===== config.mk =====
export PLATFORM = sky130hd
export DESIGN_NAME = adc_echo_detect_flat
export DESIGN_NICKNAME = d
export VERILOG_FILES = /design/src/rtl/adc_pkg.sv /design/src/rtl/adc_echo_detect_if.sv /design/src/rtl/adc_moving_sum.sv /design/src/rtl/adc_echo_detect.sv /design/src/flat_wrapper.sv
export SDC_FILE = /design/constraint.sdc
export NUM_CORES = 1
export LEC_CHECK = 0
export CORE_MARGIN = 5
export CORE_UTILIZATION = 58
export DETAILED_ROUTE_END_ITERATION = 6
export GPL_TIMING_DRIVEN = 0
export PLACE_DENSITY = 0.88
export SLEW_MARGIN = 25
export SYNTH_ARGS = -nofsm -noshare
export SYNTH_HDL_FRONTEND = slang
export SYNTH_HIERARCHICAL = 1
export SYNTH_SLANG_ARGS = --single-unit

===== constraint.sdc =====
create_clock -name clk_i -period 4.3 [get_ports clk_i]
set_input_delay 0.86 -clock clk_i [delete_from_list [all_inputs] [get_ports clk_i]]
set_output_delay 0.86 -clock clk_i [all_outputs]
set_load 0.005 [all_outputs]

===== src/rtl/adc_pkg.sv =====
// rtl/adc_pkg.sv - shared ADC sample/echo result types, widths and FSM encodings
//
// Purpose: types common to the AD9226 capture block and the echo detector.
//   ADC_SAMPLE_t  : one converter sample {otr, d}
//   ECHO_RESULT_t : per-record detector results
//   ECHO_STATE_e  : detector FSM state encoding (plain constants, legacy-compatible)
//   rectify()     : |d - baseline| on unsigned codes
package adc_pkg;

   localparam int ADC_SAMPLE_W  = 12;
   localparam int ECHO_WIN_LOG2 = 3;
   localparam int ECHO_IDX_W    = 10;

   typedef struct packed {
      logic                    otr;
      logic [ADC_SAMPLE_W-1:0] d;
   } ADC_SAMPLE_t;

   typedef struct packed {
      logic                    found;
      logic [ECHO_IDX_W-1:0]   first_idx;
      logic [ECHO_IDX_W-1:0]   peak_idx;
      logic [ADC_SAMPLE_W-1:0] peak_val;
      logic [ECHO_IDX_W-1:0]   otr_cnt;
   } ECHO_RESULT_t;

   typedef logic [1:0] ECHO_STATE_e;

   localparam ECHO_STATE_e ST_IDLE  = 2'd0;
   localparam ECHO_STATE_e ST_RUN   = 2'd1;
   localparam ECHO_STATE_e ST_DRAIN = 2'd2;
   localparam ECHO_STATE_e ST_DONE  = 2'd3;

   // One extra bit holds the signed difference of two unsigned codes; the
   // magnitude of that difference never exceeds full scale, so it fits back
   // into ADC_SAMPLE_W bits.
   function automatic logic [ADC_SAMPLE_W-1:0] rectify(
      input logic [ADC_SAMPLE_W-1:0] d,
      input logic [ADC_SAMPLE_W-1:0] base
   );
      logic signed [ADC_SAMPLE_W:0] diff;
      logic signed [ADC_SAMPLE_W:0] neg;
      diff = $signed({1'b0, d}) - $signed({1'b0, base});
      neg  = -diff;
      return diff[ADC_SAMPLE_W] ? neg[ADC_SAMPLE_W-1:0] : diff[ADC_SAMPLE_W-1:0];
   endfunction

endpackage


===== src/rtl/adc_echo_detect_if.sv =====
// rtl/adc_echo_detect_if.sv - ADC sample stream interface into the echo detector
//
// Purpose: groups the sample stream of one ping record.
//   tvalid : tdata valid this cycle
//   tlast  : final sample of the record (qualified by tvalid)
//   tdata  : ADC_SAMPLE_t {otr, d}
// There is no back-pressure; the converter free-runs.
// Modports: master (capture side drives), slave (detector consumes).
interface adc_echo_detect_if;
   import adc_pkg::*;

   logic        tvalid;
   logic        tlast;
   ADC_SAMPLE_t tdata;

   modport master (output tvalid, output tlast, output tdata);
   modport slave  (input  tvalid, input  tlast, input  tdata);

endinterface


===== src/rtl/adc_moving_sum.sv =====
// rtl/adc_moving_sum.sv - sliding-window running sum producing the echo envelope
//
// Purpose: keeps the last 2**WIN_LOG2 magnitudes in a shift register and a
// running sum; env_o is the window mean (truncated).
// Ports:
//   clk_i, rst_i     : clock, synchronous active-high reset
//   clear_i          : synchronous clear of window, sum and fill count
//   in_valid_i       : in_mag_i carries a new magnitude
//   in_mag_i         : rectified magnitude
//   env_o            : sum >> WIN_LOG2, valid when env_valid_o
//   env_valid_o      : registered; high for a sample that completed a full window
module adc_moving_sum #(
   parameter int SAMPLE_W = 12,
   parameter int WIN_LOG2 = 3
) (
   input  logic                clk_i,
   input  logic                rst_i,
   input  logic                clear_i,
   input  logic                in_valid_i,
   input  logic [SAMPLE_W-1:0] in_mag_i,
   output logic [SAMPLE_W-1:0] env_o,
   output logic                env_valid_o
);

   localparam int WIN   = 2**WIN_LOG2;
   localparam int SUM_W = SAMPLE_W + WIN_LOG2;

   logic [SAMPLE_W-1:0] r_win [WIN];
   logic [SUM_W-1:0]    r_sum;
   // Saturates at WIN-1: once that many samples are in, the next one fills the window.
   logic [WIN_LOG2-1:0] r_fill;
   logic                r_env_valid;

   always_ff @(posedge clk_i) begin
      if (rst_i || clear_i) begin
         for (int i = 0; i < WIN; i++) begin
            r_win[i] <= '0;
         end
         r_sum       <= '0;
         r_fill      <= '0;
         r_env_valid <= 1'b0;
      end else begin
         r_env_valid <= in_valid_i && (r_fill == '1);
         if (in_valid_i) begin
            // Window starts zeroed, so subtracting the oldest entry is exact
            // even before the window is full.
            r_sum    <= r_sum + SUM_W'(in_mag_i) - SUM_W'(r_win[WIN-1]);
            r_win[0] <= in_mag_i;
            for (int i = 1; i < WIN; i++) begin
               r_win[i] <= r_win[i-1];
            end
            if (r_fill != '1) begin
               r_fill <= r_fill + 1'b1;
            end
         end
      end
   end

   assign env_o       = r_sum[SUM_W-1:WIN_LOG2];
   assign env_valid_o = r_env_valid;

endmodule


===== src/rtl/adc_echo_detect.sv =====
// rtl/adc_echo_detect.sv - per-record echo detector: envelope, first crossing, peak, OTR count
//
// Purpose: consumes one ping record, builds a rectified moving-average
// envelope around baseline_i and holds the record results for the CSR layer.
// Ports:
//   clk_i, rst_i   : clock, synchronous active-high reset
//   start_i        : 1-cycle pulse, abort/clear and begin a new record
//   s_sample       : sample stream (slave)
//   baseline_i     : code subtracted before rectification
//   threshold_i    : envelope crossing level
//   holdoff_i      : indices below this never count as a crossing
//   busy_o, done_o : record in progress / results valid (level)
//   found_o, first_idx_o, peak_idx_o, peak_val_o, otr_cnt_o : results
// Pipeline: accept -> rectify (reg) -> moving sum (reg) -> results (reg);
// done_o rises together with the final result update.
module adc_echo_detect
   import adc_pkg::*;
#(
   parameter int SAMPLE_W = ADC_SAMPLE_W,
   parameter int WIN_LOG2 = ECHO_WIN_LOG2,
   parameter int IDX_W    = ECHO_IDX_W
) (
   input  logic                clk_i,
   input  logic                rst_i,
   input  logic                start_i,
   adc_echo_detect_if.slave    s_sample,
   input  logic [SAMPLE_W-1:0] baseline_i,
   input  logic [SAMPLE_W-1:0] threshold_i,
   input  logic [IDX_W-1:0]    holdoff_i,
   output logic                busy_o,
   output logic                done_o,
   output logic                found_o,
   output logic [IDX_W-1:0]    first_idx_o,
   output logic [IDX_W-1:0]    peak_idx_o,
   output logic [SAMPLE_W-1:0] peak_val_o,
   output logic [IDX_W-1:0]    otr_cnt_o
);

   ECHO_STATE_e         r_state;
   logic                r_drain_cnt;
   logic [IDX_W-1:0]    r_idx;

   logic                r_s1_valid;
   logic [SAMPLE_W-1:0] r_s1_mag;
   logic [IDX_W-1:0]    r_s1_idx;
   logic [IDX_W-1:0]    r_s2_idx;

   ECHO_RESULT_t        r_res;

   logic                w_accept;
   logic                w_last;
   logic [SAMPLE_W-1:0] w_env;
   logic                w_env_valid;

   // A sample coinciding with start_i belongs to the aborted record.
   assign w_accept = s_sample.tvalid && (r_state == ST_RUN) && !start_i;
   // The final index position closes the record even without tlast.
   assign w_last   = s_sample.tlast || (r_idx == '1);

   always_ff @(posedge clk_i) begin
      if (rst_i) begin
         r_state     <= ST_IDLE;
         r_drain_cnt <= 1'b0;
      end else if (start_i) begin
         r_state     <= ST_RUN;
         r_drain_cnt <= 1'b0;
      end else begin
         case (r_state)
            ST_RUN: begin
               if (w_accept && w_last) begin
                  r_state     <= ST_DRAIN;
                  r_drain_cnt <= 1'b0;
               end
            end
            ST_DRAIN: begin
               // Two cycles lets the last sample clear the moving sum and result stages.
               if (r_drain_cnt) begin
                  r_state <= ST_DONE;
               end else begin
                  r_drain_cnt <= 1'b1;
               end
            end
            default: begin
               r_state <= r_state;
            end
         endcase
      end
   end

   // Stage 1: index and rectified magnitude.
   always_ff @(posedge clk_i) begin
      if (rst_i || start_i) begin
         r_idx      <= '0;
         r_s1_valid <= 1'b0;
         r_s1_mag   <= '0;
         r_s1_idx   <= '0;
      end else begin
         r_s1_valid <= w_accept;
         if (w_accept) begin
            r_idx    <= r_idx + 1'b1;
            r_s1_idx <= r_idx;
            r_s1_mag <= s_sample.tdata.otr ? '1 : rectify(s_sample.tdata.d, baseline_i);
         end
      end
   end

   // Stage 2: envelope; the index tag travels alongside the running sum.
   adc_moving_sum #(
      .SAMPLE_W (SAMPLE_W),
      .WIN_LOG2 (WIN_LOG2)
   ) u_moving_sum (
      .clk_i       (clk_i),
      .rst_i       (rst_i),
      .clear_i     (start_i),
      .in_valid_i  (r_s1_valid),
      .in_mag_i    (r_s1_mag),
      .env_o       (w_env),
      .env_valid_o (w_env_valid)
   );

   always_ff @(posedge clk_i) begin
      if (rst_i || start_i) begin
         r_s2_idx <= '0;
      end else if (r_s1_valid) begin
         r_s2_idx <= r_s1_idx;
      end
   end

   // Stage 3: results. The OTR count is taken at accept time, not from the pipeline.
   always_ff @(posedge clk_i) begin
      if (rst_i || start_i) begin
         r_res <= '0;
      end else begin
         if (w_accept && s_sample.tdata.otr && (r_res.otr_cnt != '1)) begin
            r_res.otr_cnt <= r_res.otr_cnt + 1'b1;
         end
         if (w_env_valid) begin
            if (!r_res.found && (w_env >= threshold_i) && (r_s2_idx >= holdoff_i)) begin
               r_res.found     <= 1'b1;
               r_res.first_idx <= r_s2_idx;
            end
            // Strict compare keeps the earliest index on a tie.
            if (w_env > r_res.peak_val) begin
               r_res.peak_val <= w_env;
               r_res.peak_idx <= r_s2_idx;
            end
         end
      end
   end

   assign busy_o      = (r_state == ST_RUN) || (r_state == ST_DRAIN);
   assign done_o      = (r_state == ST_DONE);
   assign found_o     = r_res.found;
   assign first_idx_o = r_res.first_idx;
   assign peak_idx_o  = r_res.peak_idx;
   assign peak_val_o  = r_res.peak_val;
   assign otr_cnt_o   = r_res.otr_cnt;

endmodule


===== src/flat_wrapper.sv =====
// flat-port wrapper written by rule: the top's interface ports become plain ports
module adc_echo_detect_flat import adc_pkg::*;
#(
   parameter int SAMPLE_W = ADC_SAMPLE_W,
   parameter int WIN_LOG2 = ECHO_WIN_LOG2,
   parameter int IDX_W    = ECHO_IDX_W
)
  (clk_i, rst_i, start_i, baseline_i, threshold_i, holdoff_i, busy_o, done_o, found_o, first_idx_o, peak_idx_o, peak_val_o, otr_cnt_o, s_sample_tvalid, s_sample_tlast, s_sample_tdata);
  adc_echo_detect_if s_sample_i ();
  input  logic clk_i;
  input  logic rst_i;
  input  logic start_i;
  input  logic [SAMPLE_W-1:0] baseline_i;
  input  logic [SAMPLE_W-1:0] threshold_i;
  input  logic [IDX_W-1:0] holdoff_i;
  output logic busy_o;
  output logic done_o;
  output logic found_o;
  output logic [IDX_W-1:0] first_idx_o;
  output logic [IDX_W-1:0] peak_idx_o;
  output logic [SAMPLE_W-1:0] peak_val_o;
  output logic [IDX_W-1:0] otr_cnt_o;
  input wire logic [$bits(s_sample_i.tvalid)-1:0] s_sample_tvalid;
  input wire logic [$bits(s_sample_i.tlast)-1:0] s_sample_tlast;
  input wire logic [$bits(s_sample_i.tdata)-1:0] s_sample_tdata;
  assign s_sample_i.tvalid = s_sample_tvalid;
  assign s_sample_i.tlast = s_sample_tlast;
  assign s_sample_i.tdata = s_sample_tdata;
  adc_echo_detect #(.SAMPLE_W(SAMPLE_W), .WIN_LOG2(WIN_LOG2), .IDX_W(IDX_W)) u_core (.clk_i(clk_i), .rst_i(rst_i), .start_i(start_i), .s_sample(s_sample_i), .baseline_i(baseline_i), .threshold_i(threshold_i), .holdoff_i(holdoff_i), .busy_o(busy_o), .done_o(done_o), .found_o(found_o), .first_idx_o(first_idx_o), .peak_idx_o(peak_idx_o), .peak_val_o(peak_val_o), .otr_cnt_o(otr_cnt_o));
endmodule

==> impl_metrics.py, run 1 <==
metrics = {
    "final_layout": {
        "diodes": 0,
        "final_common_cell": "nor2_1",
        "num-fill-cells": 1259,
        "drive_above_1_share": 0.0623,
        "stdcell_area_um2": 12400,
        "final_cell_mix": "nor2_1 (109), dfxtp_1 (108), inv_1 (107)",
        "areaGrowthSynthToFinish_pct": 18.4,
        "num-nets-final": 1276,
    },
    "worst_setup_path": {
        "worstPathCellList": "clkdlybuf4s50_1 -> ha_1 -> inv_1 -> fa_1 -> a21o_2 -> a221oi_4 -> o221ai_1 -> a21o_1 -> a21oi_1 -> buf_4 -> o41ai_2 -> xnor2_1 -> o31a_1",
        "ff2ff_path_depth": 10,
        "max_stage_delay_ns": 0.46,
        "cp_slowest_cell": "clkdlybuf4s50_1",
        "crit_family": "compound AO/OA/AOI/OAI gates",
        "cp_data_required_time_ns": 4.68,
        "path_class": "primary input to flop",
        "cp.arrival_ns": 3.90,
        "cp.buffers_inverters": 3,
        "critPathMaxFanout": 10,
        "endpoint_kind": "flop",
        "r2r_setup_slack_ns": 1.14,
        "startpoint_type": "primary input",
        "r2r-start": "u_core/r_s1_mag[2]",
        "r2r-end": "u_core/u_moving_sum/r_sum[11]",
    },
    "route": {
        "drtAntennaViolNets": 0,
        "vias": 7745,
        "drcViolationCount": 0,
        "routed_wl_um": 22600,
        "drtIter0Drc": 449,
        "drt-pass1-iter-count": 5,
        "viasPerCell": 5.59,
        "wl_per_cell_um": 16.3,
    },
    "synthesis": {
        "ys_types": 72,
        "avgSynthCellArea_um2": 10.2,
        "synth_top_area_share": 0.276,
        "synth_top_area_cell": "edfxtp_1",
        "synthCells": 1022,
        "synth-edff-count": 96,
        "syn-cell-area_um2": 10500,
        "synth_ff_type": "dfxtp_1",
        "synth_nets": 1156,
        "synth_seq_cells": 204,
        "synthTopCellsByArea": "edfxtp_1 (28%), dfxtp_1 (21%), ha_1 (8.3%)",
        "yosysSeqAreaShare": 0.482,
        "async_flop_share": 0,
        "synth_warnings": 6,
    },
    "place": {
        "gp_congestion": 0.914,
        "io_buffer_count": 96,
        "dp_hpwl_um": 16500,
        "place_ws_ns": 0.323,
        "postPlaceCellArea_um2": 11700,
    },
    "floorplan": {
        "core_um2": 17800,
        "initial_core_util": 0.586,
        "die_area_um2": 20800,
        "fp-row-count": 49,
        "die_w_um": 144,
        "die_h_um": 144,
        "io_pins": 97,
    },
    "global_routing": {
        "antenna_found_initial": 0,
        "grt_max_degree": 53,
        "gr-total-overflow": 0,
        "grt_first_pass_wirelength_um": 36400,
        "first_global_vias": 7586,
        "track_usage": 0.216,
    },
    "timing": {
        "clock-skew-final_ns": 0.0139,
        "rsz0062_at_grt": "false",
        "setup_viol": 0,
        "hold_slack_ns": 0.462,
        "relSlewSlack": 0.516,
        "slew_viol_final": 0,
        "hold_viol_final": 0,
        "worst_pin_slew_ns": 0.726,
        "max_freq_ghz": 0.284,
        "setup_ws_ns": 0.775,
        "fin_setup_tns_ns": 0,
        "fin_crit_sh": 0.820,
        "period_minus_slack_ns": 3.53,
    },
    "power_and_ir_drop": {
        "seq_power_share": 0.486,
        "netSwitchingFraction": 0.234,
        "p_int_mw": 3.30,
        "pwr-share-clk": 0.400,
        "p_comb_frac": 0.114,
        "p_leak_nw": 5.17,
        "power_switching_mw": 1.01,
        "vdd_drop_max_v": 0.000294,
        "power_density_nw_per_um2": 348,
    },
    "clocking": {
        "ctsHoldBuffers": 0,
        "ctsResizeCount": 0,
        "clk_latency_ns": 0.49,
        "cts_tree": "yes",
        "cts.htree.levels": 1,
        "clk_pin_slew_ns": 0.06,
        "cts_inserted_buffers": 21,
        "cts_sinks": 204,
        "postCtsSetupBuffers": 0,
        "ctsRootBufferMaster": "clkbuf_16",
        "cts_max_path_buffers": 3,
    },
    "hold_path": {
        "min_delay_worst_endpoint": "u_core/r_s1_idx[6]",
        "holdPathStages": 2,
        "hp-start": "u_core/r_s1_idx[6]",
        "hold_class": "flop to flop",
    },
    "flow_run": {
        "drv_cap": 0,
    },
    "status": {
        "outcome": "finished clean",
    },
}
[power by group through the flow]
stage / Combinational [mW] / Clock (mW) / Sequential, mW
floorplan: 0.346 / 0 / 2.13
global placement: 0.468 / 0 / 2.14
detailed placement: 0.482 / 0 / 2.14
CTS: 0.489 / 1.76 / 2.10
global route: 0.543 / 1.85 / 2.10
finish: 0.492 / 1.73 / 2.10
[worst register-to-register path: stages (launching register included)]
cell and delay [ns]:
dfxtp_1 0.32, inv_1 0.11, fa_1 0.55, inv_1 0.04, ha_1 0.34, o21ai_0 0.15
o21ai_0 0.41, a21boi_0 0.27, o31ai_1 0.44, mux2_2 0.39, o31ai_1 0.06
[synthesized netlist by cell type, types with 2 or more instances]
cell type  count
nor2_1       109
dfxtp_1      108
inv_1        108
edfxtp_1      96
ha_1          69
and3_1        66
mux2i_1       53
nand2_1       51
a21oi_1       49
o21ai_0       38
clkbuf_1      37
and2_1        27
a21o_1        19
xnor2_1       19
xor2_1        19
buf_4         13
fa_1          13
nand4_1       12
o21a_1         9
nand3_1        8
or3_1          8
a211oi_1       7
nand2b_1       7
nor3_1         6
nor2b_1        5
or2_2          4
a21boi_0       3
o211a_1        3
o31a_1         3
o31ai_1        3
o41ai_2        3
and3_2         2
and4_1         2
nor3b_1        2
o211ai_1       2
o221ai_1       2
o22ai_1        2
[sequential cells by signal, summed over array words and instances, names as in the netlist, 3 cells and up]
name                        count
u_core/peak_val_o              12
u_core/r_s1_mag                12
u_core/r_s2_idx                10
u_core/r_idx                   10
u_core/u_moving_sum/r_win      96
u_core/otr_cnt_o               10
u_core/peak_idx_o              10
u_core/u_moving_sum/r_fill      3
u_core/r_s1_idx                10
u_core/u_moving_sum/r_sum      15
u_core/first_idx_o             10
[how the worst max path moves through the flow]
| stage | slack [ns] | to | start | cells after the start |
|---|---|---|---|---|
| after detailed placement | 0.32 | u_core/r_s1_mag[10] | baseline_i[0] | 13 |
| after floorplan | 0.69 | u_core/u_moving_sum/r_sum[13] | start_i | 5 |
| after global placement | -0.89 | u_core/u_moving_sum/r_sum[13] | start_i | 6 |
| after global routing | 0.64 | u_core/r_s1_mag[4] | baseline_i[0] | 13 |
| after CTS | 0.83 | u_core/r_s1_mag[10] | baseline_i[0] | 13 |
| final | 0.77 | u_core/r_s1_mag[10] | baseline_i[0] | 13 |
[metrics by stage]
stage,std cells,power (mW),utilization
finish,1385,4.31,0.694
global route,1385,4.49,0.694
CTS,1385,4.34,0.694
detailed placement,1348,2.62,0.657
global placement,1347,2.61,0.656
floorplan,1022,2.48,-
[cells by family (layout without fill, tap and decap cells)]
logic type,count (synthesis),after routing,synth area share
muxes,54,54,0.0518
AOI/OAI and AO/OA,167,167,0.109
and+or+nand+nor,315,315,0.152
xor gates and xnor gates,38,38,0.0318
adders and majority gates,82,82,0.107
DFF,204,204,0.482
buffers and inverters,162,296,0.0652
[routing by layer]
metal / routed length (um) / track usage / vias to the layer above
met5: 0 / 0 / -
met4: 391 / 0.0550 / 0
met3: 1290 / 0.0331 / 33
met2: 11600 / 0.390 / 237
met1: 9270 / 0.273 / 3703
li1: - / - / 3772
[final cells by class]
| type | count | area [um^2] | area share |
|---|---|---|---|
| buffer | 54 | 277 | 0.0223 |
| clock buffer | 28 | 582 | 0.0470 |
| clock inverter | 9 | 72.6 | 0.00586 |
| inverter | 108 | 410 | 0.0331 |
| multi-input combinational | 656 | 4730 | 0.382 |
| sequential | 204 | 5040 | 0.407 |
| tap | 229 | 287 | 0.0231 |
| timing repair buffer | 97 | 981 | 0.0792 |
Note: power is estimated with default switching activity, not from simulation.
==> inputs of run 2 (changes only) <==
==> constraint.sdc (replaced) <==
create_clock -name clk_i -period 3.4 [get_ports clk_i]
set_input_delay 0.68 -clock clk_i [delete_from_list [all_inputs] [get_ports clk_i]]
set_output_delay 0.68 -clock clk_i [all_outputs]
set_load 0.005 [all_outputs]
==> impl_metrics.py, run 2 (synthesis gave the netlist of run 1 again) <==
metrics = {
    "status": {
        "outcome": "finished clean",
    },
    "power_and_ir_drop": {
        "seq_power_share": 0.466,
        "power_density_nw_per_um2": 454,
        "p_comb_frac": 0.112,
        "p_int_mw": 4.37,
        "netSwitchingFraction": 0.231,
        "pwr-share-clk": 0.422,
        "vdd_drop_max_v": 0.000302,
        "total_power_mw": 5.68,
        "power_switching_mw": 1.31,
        "p_leak_nw": 5.23,
    },
    "route": {
        "drcViolationCount": 0,
        "drt-pass1-iter-count": 5,
        "routed_wl_um": 23300,
        "maxUsedRoutingLayer": "met4",
        "wl_per_cell_um": 16.8,
        "viasPerCell": 5.60,
        "drtIter0Drc": 556,
        "dr_wl_met2_um": 12100,
        "vias": 7777,
        "drtAntennaViolNets": 0,
        "wl_met3_um": 1520,
        "wl_met1_um": 9300,
    },
    "place": {
        "postPlaceCellArea_um2": 11800,
        "dp_hpwl_um": 17100,
        "gp_congestion": 0.924,
        "place_ws_ns": -0.407,
        "io_buffer_count": 96,
    },
    "final_layout": {
        "top_register": "u_core/u_moving_sum/r_win",
        "areaGrowthSynthToFinish_pct": 19.7,
        "drive_above_1_share": 0.0690,
        "stdcell_area_um2": 12500,
        "reg.largest.list": "u_core/u_moving_sum/r_win (96), u_core/u_moving_sum/r_sum (15)",
        "final_cell_mix": "nor2_1 (109), dfxtp_1 (108), inv_1 (107)",
        "final_core_util": 0.702,
        "diodes": 0,
        "largest_register_ffs": 96,
        "final_common_cell": "nor2_1",
        "num-nets-final": 1278,
    },
    "timing": {
        "rsz0062_at_grt": "false",
        "hold_viol_final": 0,
        "setup_viol": 0,
        "clock-skew-final_ns": 0.0116,
        "period_minus_slack_ns": 3.20,
        "max_freq_ghz": 0.312,
        "worst_pin_slew_ns": 0.784,
        "slew_viol_final": 0,
        "fin_setup_tns_ns": 0,
        "fin_crit_sh": 0.942,
        "relSlewSlack": 0.477,
        "setup_ws_ns": 0.196,
    },
    "hold_path": {
        "hold_class": "flop to flop",
    },
    "clocking": {
        "ctsHoldBuffers": 0,
        "cts.htree.levels": 1,
        "ctsRootBufferMaster": "clkbuf_16",
        "cts_tree": "yes",
        "postCtsSetupBuffers": 0,
        "cts_inserted_buffers": 21,
        "cts_max_path_buffers": 3,
        "cts_sinks": 204,
        "clk_pin_slew_ns": 0.06,
        "ctsResizeCount": 0,
        "clk_latency_ns": 0.50,
    },
    "global_routing": {
        "grt_max_degree": 33,
        "antenna_found_initial": 0,
        "grt_first_pass_wirelength_um": 37800,
        "gr-total-overflow": 0,
        "track_usage": 0.226,
        "first_global_vias": 7962,
    },
    "worst_setup_path": {
        "critPathMaxFanout": 10,
        "endpoint_kind": "flop",
        "startpoint_type": "primary input",
        "cp.arrival_ns": 3.60,
        "path_class": "primary input to flop",
        "cp_data_required_time_ns": 3.79,
    },
    "floorplan": {
        "io_pins": 97,
        "initial_core_util": 0.586,
        "die_h_um": 144,
        "die_area_um2": 20800,
        "fp-row-count": 49,
        "core_um2": 17800,
        "die_w_um": 144,
    },
    "flow_run": {
        "drv_cap": 0,
    },
}
[run 2: final cells by class]
| type | count | area (um^2) |
|---|---|---|
| fill | 1215 | 5320 |
| buffer | 54 | 277 |
| timing repair buffer | 99 | 1030 |
| clock inverter | 11 | 141 |
| tap | 229 | 287 |
| clock buffer | 27 | 589 |
| multi-input combinational | 656 | 4740 |
| sequential | 204 | 5040 |
| inverter | 108 | 409 |
[run 2: path summary, 6_finish.rpt]
check / cells past startpoint / from / endpoint / slack [ns]
worst max-delay path: 13 / baseline_i[0] / u_core/r_s1_mag[10] / 0.20
worst min-delay path: 2 / u_core/r_s1_idx[2] / u_core/r_s1_idx[2] / 0.47
worst max register to register: 10 / u_core/r_s1_mag[2] / u_core/u_moving_sum/r_sum[14] / 0.36
worst min register to register: 2 / u_core/r_s1_idx[2] / u_core/r_s1_idx[2] / 0.47
[run 2: through the flow]
stage | std cells | hold WS [ns]
2_1_floorplan | 1022 | 0.433
3_3_place_gp | 1347 | 0.443
3_5_place_dp | 1350 | 0.449
4_1_cts | 1388 | 0.465
5_1_grt | 1388 | 0.481
6_report | 1388 | 0.466
[run 2: worst max-delay path: stages]
cell,delay (ns)
clkdlybuf4s50_1,0.46
ha_1,0.16
inv_1,0.05
fa_1,0.40
a21o_2,0.24
a221oi_4,0.37
o221ai_2,0.18
a21o_1,0.21
a21oi_2,0.17
buf_4,0.20
o41ai_2,0.09
xnor2_1,0.14
o31a_1,0.24
[run 2: power by group through the flow]
stage / combinational [mW] / sequential, mW / clock, mW
final: 0.635 / 2.65 / 2.40
after global placement: 0.593 / 2.70 / 0
after detailed placement: 0.623 / 2.70 / 0
after global routing: 0.704 / 2.65 / 2.55
after floorplan: 0.438 / 2.70 / 0
after CTS: 0.629 / 2.65 / 2.44
[run 2: per-layer routing]
| metal | track usage | up-vias |
|---|---|---|
| met5 | 0 | - |
| met3 | 0.0427 | 31 |
| li1 | - | 3767 |
| met2 | 0.417 | 257 |
| met4 | 0.0599 | 0 |
| met1 | 0.271 | 3722 |
==> inputs of run 3 (changes only) <==
--- a/config.mk
+++ b/config.mk
@@ -5,11 +5,14 @@
 export SDC_FILE = /design/constraint.sdc
 export NUM_CORES = 1
 export LEC_CHECK = 0
+export CAP_MARGIN = 15
 export CORE_MARGIN = 5
 export CORE_UTILIZATION = 58
+export CTS_CLUSTER_DIAMETER = 50
 export DETAILED_ROUTE_END_ITERATION = 6
 export GPL_TIMING_DRIVEN = 0
 export PLACE_DENSITY = 0.88
+export SETUP_SLACK_MARGIN = 0.5
 export SLEW_MARGIN = 25
 export SYNTH_ARGS = -nofsm -noshare
 export SYNTH_HDL_FRONTEND = slang
==> impl_metrics.py, run 3 (synthesis gave the netlist of run 1 again) <==
metrics = {
    "status": {
        "outcome": "finished clean",
    },
    "final_layout": {
        "drive_above_1_share": 0.121,
        "diodes": 0,
        "multi_input_area_um2": 4910,
        "reg.largest.list": "u_core/u_moving_sum/r_win (96), u_core/u_moving_sum/r_sum (15)",
        "regArea_um2": 5050,
        "areaGrowthSynthToFinish_pct": 23.8,
        "top_register": "u_core/u_moving_sum/r_win",
        "num-nets-final": 1303,
        "largest_register_ffs": 96,
        "final_common_cell": "nor2_1",
        "num-fill-cells": 1125,
        "final_cell_mix": "nor2_1 (107), dfxtp_1 (106), edfxtp_1 (96)",
    },
    "clocking": {
        "ctsHoldBuffers": 0,
        "cts_max_path_buffers": 3,
        "cts_sinks": 204,
        "cts_tree": "yes",
        "clk_latency_ns": 0.50,
        "cts_inserted_buffers": 23,
        "cts.htree.levels": 1,
        "clk_pin_slew_ns": 0.06,
        "ctsRootBufferMaster": "clkbuf_16",
    },
    "global_routing": {
        "grtUsageMet2": 0.404,
        "first_global_vias": 8083,
        "grt_max_degree": 35,
        "met3_usage": 0.0344,
        "grtUsageMet1": 0.287,
        "grt_first_pass_wirelength_um": 38500,
        "top_usage_layer": "met2",
        "antenna_found_initial": 0,
        "track_usage": 0.227,
        "gr-total-overflow": 0,
    },
    "worst_setup_path": {
        "path_class": "primary input to flop",
        "cp_common_cell": "buf_6",
        "cp.buffers_inverters": 6,
        "crit_family": "compound AO/OA/AOI/OAI gates",
        "cp_data_required_time_ns": 3.79,
        "max_stage_delay_ns": 0.39,
        "cp.arrival_ns": 3.31,
        "worstPathCellList": "buf_6 -> inv_12 -> ha_4 -> inv_2 -> fa_2 -> a21o_4 -> a221oi_4 -> buf_6 -> buf_4 -> o221ai_2 -> a21o_1 -> a21oi_2 -> buf_6 -> o41ai_2 -> xnor2_1 -> o31a_1",
        "startpoint_type": "primary input",
        "cp_slowest_cell": "fa_2",
        "endpoint_kind": "flop",
        "critPathMaxFanout": 10,
    },
    "route": {
        "drtAntennaViolNets": 0,
        "viasPerCell": 5.66,
        "wl_per_cell_um": 17.1,
        "drtIter0Drc": 622,
        "drt-pass1-iter-count": 5,
        "routed_wl_um": 24100,
        "vias": 8003,
        "drcViolationCount": 0,
    },
    "floorplan": {
        "fp-row-count": 49,
        "die_w_um": 144,
        "io_pins": 97,
        "core_um2": 17800,
        "die_h_um": 144,
        "initial_core_util": 0.586,
        "die_area_um2": 20800,
    },
    "timing": {
        "max_freq_ghz": 0.342,
        "hold_viol_final": 0,
        "setup_viol": 0,
        "fin_setup_tns_ns": 0,
        "rsz0062_at_grt": "true",
        "hold_slack_ns": 0.458,
        "relSlewSlack": 0.531,
        "clock-skew-final_ns": 0.0124,
        "setup_ws_ns": 0.472,
        "fin_crit_sh": 0.861,
        "period_minus_slack_ns": 2.93,
        "slew_viol_final": 0,
        "worst_pin_slew_ns": 0.703,
    },
    "power_and_ir_drop": {
        "vdd_drop_max_v": 0.000396,
        "power_density_nw_per_um2": 457,
        "total_power_mw": 5.91,
        "p_leak_nw": 5.43,
    },
    "place": {
        "gp_congestion": 0.874,
        "io_buffer_count": 96,
        "place_ws_ns": -0.436,
        "dp_hpwl_um": 16800,
    },
    "hold_path": {
        "hold_class": "flop to flop",
    },
    "flow_run": {
        "drv_cap": 0,
    },
}
## run 3: cell count changes in the layout (fill, tap and decap cells not counted), sizes merged
cell / previous run / this run
buf: 18 / 43
clkdlybuf4s50: 97 / 85
dlygate4sd2: 0 / 9
clkbuf: 65 / 67
dlymetal6s2s: 0 / 1
## run 3: power by group
group,switching [mW],internal (mW),leakage (nW),total (mW)
Sequential,0.0220,2.63,1.94,2.65
Clock,0.978,1.55,0.386,2.53
Combinational,0.398,0.340,3.10,0.738
Total,1.40,4.52,5.43,5.91
## run 3: final timing paths
path | from | slack (ns) | end | cells after the start
max | s_sample_tdata[0] | 0.47 | u_core/r_s1_mag[10] | 16
min | u_core/r_s1_idx[7] | 0.46 | u_core/r_s1_idx[7] | 2
max reg2reg | u_core/u_moving_sum/r_win[0][85] | 0.48 | u_core/u_moving_sum/r_sum[14] | 8
min reg2reg | u_core/r_s1_idx[7] | 0.46 | u_core/r_s1_idx[7] | 2
## run 3: what timing repair did
item                                    in CTS  in global routing
buffers inserted                            18                  5
gates resized for setup                     48                 17
endpoints found under the setup margin      15                 37
pin swaps                                   20                 10
## run 3: area by class of cell
cell class | instances | area share
well taps | 229 | 0.0221
flip-flops and latches | 204 | 0.390
multi-input cells | 656 | 0.379
repair buffers | 122 | 0.0930
clock inverters | 11 | 0.0119
clock buffers | 29 | 0.0485
inverters | 108 | 0.0328
plain buffers | 54 | 0.0227
## run 3: layer usage
metal / part of all wire / vias to the layer above
met2: 0.51 / 262
met4: 0.027 / 0
met5: 0 / -
met3: 0.063 / 67
met1: 0.40 / 3850
li1: - / 3824
## run 3: per-stage QoR
step | area, um^2 | std cells | util
floorplan | 10500 | 1022 | -
global placement | 11800 | 1347 | 0.660
detailed placement | 11900 | 1350 | 0.665
CTS | 12900 | 1408 | 0.720
global route | 12900 | 1413 | 0.726
finish | 12900 | 1413 | 0.726
## run 3: worst min-delay path: stages (launching register included)
cell and delay [ns]:
dfxtp_1 0.31, nand2_1 0.05, a21oi_1 0.05
